`src/rtl/fetch_unit.sv`:
```
// Fetch stage: PC, in-order imem requests, instruction queue, IF/ID register. FETCH_PERF_EN adds perf counters.
// Latency: request -> response -> queue -> IF/ID; no bypass of an empty queue into IF/ID.
// Backpressure: requests credit-limited to QUEUE_DEPTH (in flight + queued); stall_D holds IF/ID.

module fetch_fifo #(
    parameter int WIDTH = 8,
    parameter int DEPTH = 2
) (
    input  logic                   clk,
    input  logic                   rst,
    input  logic                   flush_vld,
    input  logic                   push_vld,
    input  logic [WIDTH-1:0]       push_dat,
    input  logic                   pop_vld,
    output logic [WIDTH-1:0]       head_dat,
    output logic [$clog2(DEPTH):0] count
);
    localparam int AW = $clog2(DEPTH);

    logic [WIDTH-1:0] mem_q [DEPTH];
    logic [WIDTH-1:0] mem_d [DEPTH];
    logic [AW-1:0]    wr_ptr_q, wr_ptr_d;
    logic [AW-1:0]    rd_ptr_q, rd_ptr_d;
    logic [AW:0]      count_q, count_d;

    // Caller never pushes when full nor pops when empty; flush discards everything.
    always_comb begin
        mem_d    = mem_q;
        wr_ptr_d = wr_ptr_q;
        rd_ptr_d = rd_ptr_q;
        count_d  = count_q;
        if (flush_vld) begin
            wr_ptr_d = '0;
            rd_ptr_d = '0;
            count_d  = '0;
        end else begin
            if (push_vld) begin
                mem_d[wr_ptr_q] = push_dat;
                wr_ptr_d        = wr_ptr_q + AW'(1);
            end
            if (pop_vld) begin
                rd_ptr_d = rd_ptr_q + AW'(1);
            end
            count_d = count_q + (AW+1)'(push_vld) - (AW+1)'(pop_vld);
        end
    end

    always_ff @(posedge clk) begin
        mem_q <= mem_d;
        if (rst) begin
            wr_ptr_q <= '0;
            rd_ptr_q <= '0;
            count_q  <= '0;
        end else begin
            wr_ptr_q <= wr_ptr_d;
            rd_ptr_q <= rd_ptr_d;
            count_q  <= count_d;
        end
    end

    assign head_dat = mem_q[rd_ptr_q];
    assign count    = count_q;
endmodule

module fetch_unit #(
    parameter logic [63:0] RESET_PC    = 64'h0,
    parameter int          QUEUE_DEPTH = 2
) (
    input  logic        clk,
    input  logic        rst,
    output logic        imem_req_valid,
    input  logic        imem_req_ready,
    output logic [63:0] imem_req_addr,
    input  logic        imem_rsp_valid,
    input  logic [31:0] imem_rsp_data,
    input  logic        redirect_valid,
    input  logic [63:0] redirect_pc,
    input  logic        stall_D,
    output logic [31:0] Instr_D,
    output logic [63:0] PC_D,
    output logic        valid_D
`ifdef FETCH_PERF_EN
    ,
    output logic [63:0] perf_fetched,
    output logic [63:0] perf_killed
`endif
);
    localparam int          CW      = $clog2(QUEUE_DEPTH) + 1;
    localparam logic [CW:0] DEPTH_W = (CW+1)'(QUEUE_DEPTH);
    localparam logic [31:0] NOP     = 32'h0000_0013;

    typedef struct packed {
        logic [31:0] instr;
        logic [63:0] pc;
    } fetch_entry_t;

    logic [63:0]   pc_q, pc_d;
    logic [63:0]   rsp_pc_q, rsp_pc_d;
    logic [CW-1:0] outstanding_q, outstanding_d;
    logic [CW-1:0] kill_q, kill_d;
    logic [31:0]   ifid_instr_q, ifid_instr_d;
    logic [63:0]   ifid_pc_q, ifid_pc_d;
    logic          ifid_vld_q, ifid_vld_d;

    logic          req_vld, req_fire, rsp_fire, rsp_drop, push_vld, pop_vld;
    logic [CW:0]   credit_sum;
    logic [63:0]   redirect_aligned;
    fetch_entry_t  push_dat, head_dat;
    logic [CW-1:0] q_count;

    logic unused_redirect_lsb;
    assign unused_redirect_lsb = ^redirect_pc[1:0];

    fetch_fifo #(
        .WIDTH ($bits(fetch_entry_t)),
        .DEPTH (QUEUE_DEPTH)
    ) u_queue (
        .clk       (clk),
        .rst       (rst),
        .flush_vld (redirect_valid),
        .push_vld  (push_vld),
        .push_dat  (push_dat),
        .pop_vld   (pop_vld),
        .head_dat  (head_dat),
        .count     (q_count)
    );

    always_comb begin
        redirect_aligned = {redirect_pc[63:2], 2'b00};
        credit_sum       = {1'b0, outstanding_q} + {1'b0, q_count};
        req_vld          = !rst && !redirect_valid && (credit_sum < DEPTH_W);
        req_fire         = req_vld && imem_req_ready;
        // A response with nothing outstanding is stale (e.g. from before reset) and ignored.
        rsp_fire         = imem_rsp_valid && (outstanding_q != '0);
        rsp_drop         = rsp_fire && ((kill_q != '0) || redirect_valid);
        push_vld         = rsp_fire && !rsp_drop;
        push_dat         = {imem_rsp_data, rsp_pc_q};
        pop_vld          = !redirect_valid && !stall_D && (q_count != '0);
    end

    always_comb begin
        pc_d          = pc_q;
        rsp_pc_d      = rsp_pc_q;
        outstanding_d = outstanding_q + CW'(req_fire) - CW'(rsp_fire);
        kill_d        = kill_q;
        ifid_instr_d  = ifid_instr_q;
        ifid_pc_d     = ifid_pc_q;
        ifid_vld_d    = ifid_vld_q;

        if (redirect_valid) begin
            pc_d         = redirect_aligned;
            rsp_pc_d     = redirect_aligned;
            // Everything still in flight belongs to the old path.
            kill_d       = outstanding_d;
            ifid_vld_d   = 1'b0;
            ifid_instr_d = NOP;
        end else begin
            if (req_fire) begin
                pc_d = pc_q + 64'd4;
            end
            if (push_vld) begin
                rsp_pc_d = rsp_pc_q + 64'd4;
            end
            if (rsp_fire && (kill_q != '0)) begin
                kill_d = kill_q - CW'(1);
            end
            if (!stall_D) begin
                if (q_count != '0) begin
                    ifid_instr_d = head_dat.instr;
                    ifid_pc_d    = head_dat.pc;
                    ifid_vld_d   = 1'b1;
                end else begin
                    ifid_instr_d = NOP;
                    ifid_vld_d   = 1'b0;
                end
            end
        end
    end

    always_ff @(posedge clk) begin
        if (rst) begin
            pc_q          <= RESET_PC;
            rsp_pc_q      <= RESET_PC;
            outstanding_q <= '0;
            kill_q        <= '0;
            ifid_instr_q  <= NOP;
            ifid_pc_q     <= RESET_PC;
            ifid_vld_q    <= 1'b0;
        end else begin
            pc_q          <= pc_d;
            rsp_pc_q      <= rsp_pc_d;
            outstanding_q <= outstanding_d;
            kill_q        <= kill_d;
            ifid_instr_q  <= ifid_instr_d;
            ifid_pc_q     <= ifid_pc_d;
            ifid_vld_q    <= ifid_vld_d;
        end
    end

    assign imem_req_valid = req_vld;
    assign imem_req_addr  = pc_q;
    assign Instr_D        = ifid_instr_q;
    assign PC_D           = ifid_pc_q;
    assign valid_D        = ifid_vld_q;

`ifdef FETCH_PERF_EN
    logic [63:0] perf_fetched_q, perf_fetched_d;
    logic [63:0] perf_killed_q, perf_killed_d;

    always_comb begin
        perf_fetched_d = perf_fetched_q + 64'(pop_vld);
        perf_killed_d  = perf_killed_q + 64'(rsp_drop);
        if (redirect_valid) begin
            perf_killed_d = perf_killed_d + 64'(q_count);
        end
    end

    always_ff @(posedge clk) begin
        if (rst) begin
            perf_fetched_q <= '0;
            perf_killed_q  <= '0;
        end else begin
            perf_fetched_q <= perf_fetched_d;
            perf_killed_q  <= perf_killed_d;
        end
    end

    assign perf_fetched = perf_fetched_q;
    assign perf_killed  = perf_killed_q;
`endif
endmodule
```
`config.mk`:
```
export PLATFORM = sky130hd
export DESIGN_NAME = fetch_unit
export DESIGN_NICKNAME = d
export VERILOG_FILES = /design/src/rtl/fetch_unit.sv
export SDC_FILE = /design/constraint.sdc
export NUM_CORES = 1
export LEC_CHECK = 0
export CORE_MARGIN = 1.5
export CORE_UTILIZATION = 35
export CTS_CLUSTER_SIZE = 24
export DETAILED_ROUTE_END_ITERATION = 10
export GPL_ROUTABILITY_DRIVEN = 0
export HOLD_SLACK_MARGIN = 0.06
export SYNTH_ARGS = -nofsm -noshare
export SYNTH_HDL_FRONTEND = slang
export SYNTH_SLANG_ARGS = --single-unit
```
`constraint.sdc`:
```
create_clock -name clk -period 10.6 [get_ports clk]
set_input_delay 2.12 -clock clk [delete_from_list [all_inputs] [get_ports clk]]
set_output_delay 2.12 -clock clk [all_outputs]
set_load 0.02 [all_outputs]
```
==> flow_summary.toml, run 1 <==
[layout]
syn_to_final_growth_pct = 26.3
drive_gt1_frac = 0.0659
antennaDiodeCount = 0
final_cell_mix = "clkdlybuf4s50_1, dfxtp_1, edfxtp_1, nor2_1, mux2i_1"
final_util = 0.448
stdcell_area_sq_um = 22500
layout_commonest_cell = "clkdlybuf4s50_1"
fin_nets = 1971

[clocking]
clock-sinks = 415
postCtsResizedCells = 0
cts_made_buffers = 45
root_buffer = "clkbuf_16"
htree_num_levels = 2
cts-hold-fix-buffers = 0
cts_tree = "done"
worstSkewPairLatency_ns = 0.57
path_clk_slew_ns = 0.06
cts_setup_buffers = 0
clock_path_buffers = 3

[timing]
setup_ws_ns = 4.46
fin_crit_sh = 0.579
holdWs_ns = 0.461
rsz0062_at_grt = "no"
period_minus_slack_ns = 6.14
clock.fmax_mhz = 163
setup_tns_ns = 0
hold_viol = 0
slew_viol_final = 0
finClkSkew_ns = 0.0191
setup_viol = 0
worst_slew_pin_slew_ns = 1.10
relSlewSlack = 0.258

[synth]
avgSynthCellArea_sq_um = 10.9
synth_top_area_frac = 0.318
synth_area_leaders = "edfxtp_1, dfxtp_1, mux2i_1, nor2_1, a211oi_1"
synth_edf_count = 188
syn_area_sq_um = 17800
ys.flop_type = "dfxtp_1"
synthCells = 1636
yosysUniqueCellTypes = 67
async_reset_ff_frac = 0
yosysWarnings = 0
yosys_register_bits = 415
synth_top_cell_by_area = "edfxtp_1"
yosysSeqAreaShare = 0.573

[setup_path]
critPathSlowestCell = "clkdlybuf4s50_1"
path_class = "in -> out"
cpMostUsedCell = "buf_4"
crit_fanout = 41
path_cells = "buf_4, or2_2, buf_4, nor3_1, clkdlybuf4s50_1"
worstPathRequired_ns = 8.48
cp.arrival_ns = 4.02
startpoint_type = "input pin"
setup.worst_path.end_class = "primary output"
slowest_delay_ns = 0.67

[global_route]
grt-ovfl-total = 0
first_global_vias = 13400
grt_max_degree = 85
grt_antenna_before_repair = 0
grt_pass1_wl_microns = 78900
grt_util_all_layers = 0.192

[power]
p_sw_w = 0.000972
pwr-share-clk = 0.411
peakVddDrop_uv = 113
p_sw_frac = 0.253
power_density_nw_per_um2 = 171
internal_power_w = 0.00287
sequentialPowerShare = 0.486
p_leak_nw = 6.92
combPwrFrac = 0.103

[floorplanning]
rows = 82
fp.dieW_microns = 228
fp.dieArea_sq_um = 52200
core-area_sq_um = 50200
fp.dieH_microns = 228
num_io_pins = 264
initial_utilization = 0.354

[place]
placed_area_sq_um = 21000
dp_hpwl_microns = 35500
dpl_worst_slack_ns = 4.49
portBuffers = 257

[drt]
drt-initial-drc-count = 998
via_per_inst = 5.48
wl_per_cell_microns = 19.9
dr.pass1.iters = 5
drc_errors = 0
vias = 14100
routed_wirelength_microns = 51100
ant_nets = 0

[min_path]
min_path_type = "reg -> reg"

[outcome]
status = "finished clean"

[job]
cap_violations = 0
[layer usage]
metal	global-route usage	vias to the layer above	wire length (microns)
met4	0.0631	0	1460
li1	-	6660	-
met3	0.0390	87	3560
met2	0.292	569	22400
met5	0	-	0
met1	0.273	6768	23600
[critical path: cells and delay by family]
| family | cells | cell delay, ns |
|---|---|---|
| AND/OR/NAND/NOR | 2 | 0.63 |
| buffers and inverters | 3 | 1.22 |
[area by class of cell]
type | instances | area, sq um
timing repair buffer | 277 | 2720
clock inverter | 23 | 270
multi-input combinational | 1105 | 7160
clock buffer | 60 | 1200
sequential | 415 | 10200
fill | 4664 | 27700
inverter | 17 | 66.3
tap | 672 | 841
[state kept, by name, summed over array words and instances (netlist names)]
register	cells
imem_req_addr	62
u_queue.wr_ptr_q	1
Instr_D	32
rsp_pc_q	62
valid_D	1
u_queue.count	2
u_queue.mem_q	188
u_queue.rd_ptr_q	1
outstanding_q	2
kill_q	2
PC_D	62
[logic make-up after synthesis]
| family | Yosys count | share of synthesized area |
|---|---|---|
| AO/OA/AOI/OAI | 336 | 0.132 |
| adder cells (fa/ha/maj) | 8 | 0.00605 |
| AND/OR/NAND/NOR | 599 | 0.176 |
| buffers and inverters | 119 | 0.0261 |
| multiplexers | 102 | 0.0581 |
| other | 1 | 0.000211 |
| flip-flops | 415 | 0.573 |
| XOR/XNOR | 56 | 0.0276 |
[worst paths after layout]
| check | from | end | slack, ns | depth (start not counted) |
|---|---|---|---|---|
| min reg2reg | valid_D | valid_D | 0.46 | 2 |
| max reg2reg | outstanding_q[0] | kill_q[1] | 6.70 | 14 |
| max | rst | imem_req_valid | 4.46 | 5 |
| min | valid_D | valid_D | 0.46 | 2 |
[per-stage QoR]
| step | total power (W) | cells |
|---|---|---|
| final | 0.00384 | 2569 |
| after global routing | 0.00399 | 2569 |
| after CTS | 0.00389 | 2569 |
| after detailed placement | 0.00230 | 2486 |
| after global placement | 0.00229 | 2486 |
| after floorplan | 0.00212 | 1639 |
[Yosys cell counts, drive strengths merged (4+ instances only)]
cell / number
and3: 25
a21boi: 32
or4: 25
mux2i: 93
a31oi: 18
nor2b: 4
buf: 26
nand3: 66
or2: 7
xnor2: 33
o21ai: 30
o31ai: 12
ha: 7
nor2: 169
nor4b: 5
nand2: 92
o31a: 27
nor3: 41
mux2: 9
xor2: 23
inv: 17
nand4: 67
a21oi: 59
o21a: 40
a311oi: 8
dfxtp: 227
and4: 25
clkbuf: 76
and2: 12
o211ai: 12
nor4: 38
edfxtp: 188
a211oi: 78
or3: 12
[power by group through the flow]
stage | clock, W | sequential [W] | combinational, W
finish | 0.00158 | 0.00187 | 0.000397
global route | 0.00168 | 0.00188 | 0.000433
CTS | 0.00162 | 0.00186 | 0.000401
detailed placement | 0 | 0.00190 | 0.000398
global placement | 0 | 0.00189 | 0.000394
floorplan | 0 | 0.00191 | 0.000208
(Power assumes the default switching activity.)
==> run 2: changes to the inputs <==
==> constraint.sdc (replaced) <==
create_clock -name clk -period 5.6 [get_ports clk]
set_input_delay 1.12 -clock clk [delete_from_list [all_inputs] [get_ports clk]]
set_output_delay 1.12 -clock clk [all_outputs]
set_load 0.02 [all_outputs]
==> flow_summary.toml, run 2 (same netlist as run 1, synthesis figures left out) <==
[outcome]
status = "finished clean"

[power]
power_density_nw_per_um2 = 326
p_leak_nw = 6.97
peakVddDrop_uv = 180
finalPower_w = 0.00736

[clocking]
clock_path_buffers = 3
cts-hold-fix-buffers = 0
worstSkewPairLatency_ns = 0.57
postCtsResizedCells = 0
clock-sinks = 415
path_clk_slew_ns = 0.05
htree_num_levels = 2
cts_setup_buffers = 0
cts_tree = "done"
cts_made_buffers = 45
root_buffer = "clkbuf_16"

[timing]
period_minus_slack_ns = 3.84
slew_viol_final = 0
rsz0062_at_grt = "no"
clock.fmax_mhz = 260
finClkSkew_ns = 0.0179
worst_slew_pin_slew_ns = 1.13
setup_viol = 0
relSlewSlack = 0.247
fin_crit_sh = 0.686
hold_viol = 0
setup_tns_ns = 0

[global_route]
grt-ovfl-total = 0
grt_antenna_before_repair = 1
grt_util_all_layers = 0.194
first_global_vias = 13500
grt_pass1_wl_microns = 79800
grt_max_degree = 107

[floorplanning]
fp.dieArea_sq_um = 52200
core-area_sq_um = 50200
fp.dieW_microns = 228
initial_utilization = 0.354
rows = 82
fp.dieH_microns = 228
num_io_pins = 264

[setup_path]
critPathTopFamily = "buffers and inverters"
setup.worst_path.end_class = "primary output"
reg2reg_depth = 13
path_cells = "buf_4, or2_2, nor3_1, clkdlybuf4s50_1"
path_class = "in -> out"
rr_startpoint = "outstanding_q[0]"
slowest_delay_ns = 0.67
path_depth = 4
cp.arrival_ns = 2.72
endpoint = "imem_req_valid"
regToRegSetupSlack_ns = 1.97
worstPathRequired_ns = 4.48
critPathSlowestCell = "clkdlybuf4s50_1"
startpoint_type = "input pin"
regToRegEndpoint = "kill_q[1]"
critical_path_buf_inv_count = 2
crit_path_start = "rst"
crit_fanout = 51

[layout]
final_cell_mix = "clkdlybuf4s50_1, dfxtp_1, edfxtp_1, nor2_1, mux2i_1"
syn_to_final_growth_pct = 26.9
fillers = 4652
layout_commonest_cell = "clkdlybuf4s50_1"
largest_reg_flops = 188
top_register = "u_queue.mem_q"
antennaDiodeCount = 0
drive_gt1_frac = 0.0674
fin_nets = 1972

[drt]
drt-initial-drc-count = 1108
vias = 14000
drc_errors = 0
dr.pass1.iters = 5
wl_per_cell_microns = 19.9
routed_wirelength_microns = 51100
ant_nets = 0
via_per_inst = 5.44

[place]
portBuffers = 257
dp_hpwl_microns = 35400

[min_path]
min_path_type = "reg -> reg"

[job]
cap_violations = 0
==> run 2: worst min-delay path by stage <==
stage                       from                  to  cells after the start
floorplan           rsp_pc_q[24]  u_queue.mem_q[120]                      0
global placement         valid_D             valid_D                      2
detailed placement       valid_D             valid_D                      2
CTS                      valid_D             valid_D                      2
global route             valid_D             valid_D                      2
finish                   valid_D             valid_D                      2
==> run 2: area by class of cell <==
type / count / area [sq um] / share of cell area
Sequential cell: 415 / 10200 / 0.452
Multi-Input combinational cell: 1105 / 7180 / 0.318
Timing Repair Buffer: 278 / 2760 / 0.122
Clock buffer: 60 / 1260 / 0.0560
Tap cell: 672 / 841 / 0.0373
Clock inverter: 24 / 268 / 0.0119
Inverter: 17 / 66.3 / 0.00294
==> run 2: report_power, final <==
| group | leakage (nW) | internal [W] | total (W) | switching (W) |
|---|---|---|---|---|
| registers | 3.58 | 0.00337 | 0.00353 | 0.000170 |
| logic | 2.66 | 0.000319 | 0.000758 | 0.000439 |
| clock network | 0.734 | 0.00183 | 0.00307 | 0.00124 |
==> run 2: stage by stage <==
stage	util	instance area (sq um)	instances	worst slack, ns	hold slack (ns)
after global placement	0.419	21000	2487	1.50	0.442
final	0.450	22600	2571	1.76	0.459
after global routing	0.450	22600	2571	1.63	0.496
after floorplan	-	17800	1639	0.847	0.424
after CTS	0.450	22600	2571	1.70	0.459
after detailed placement	0.419	21000	2487	1.51	0.452
==> run 2: per-layer routing <==
layer / vias up / routed length, microns / GRT usage
met3: 85 / 3560 / 0.0392
met2: 527 / 22600 / 0.295
met5: - / 10 / 0
met1: 6705 / 23700 / 0.275
met4: 2 / 1330 / 0.0606
li1: 6679 / - / -
==> run 2: tightest hold or removal path, stage by stage (launching register included) <==
cell,delay (ns)
dfxtp_1,0.31
nand2_1,0.05
a21oi_1,0.05
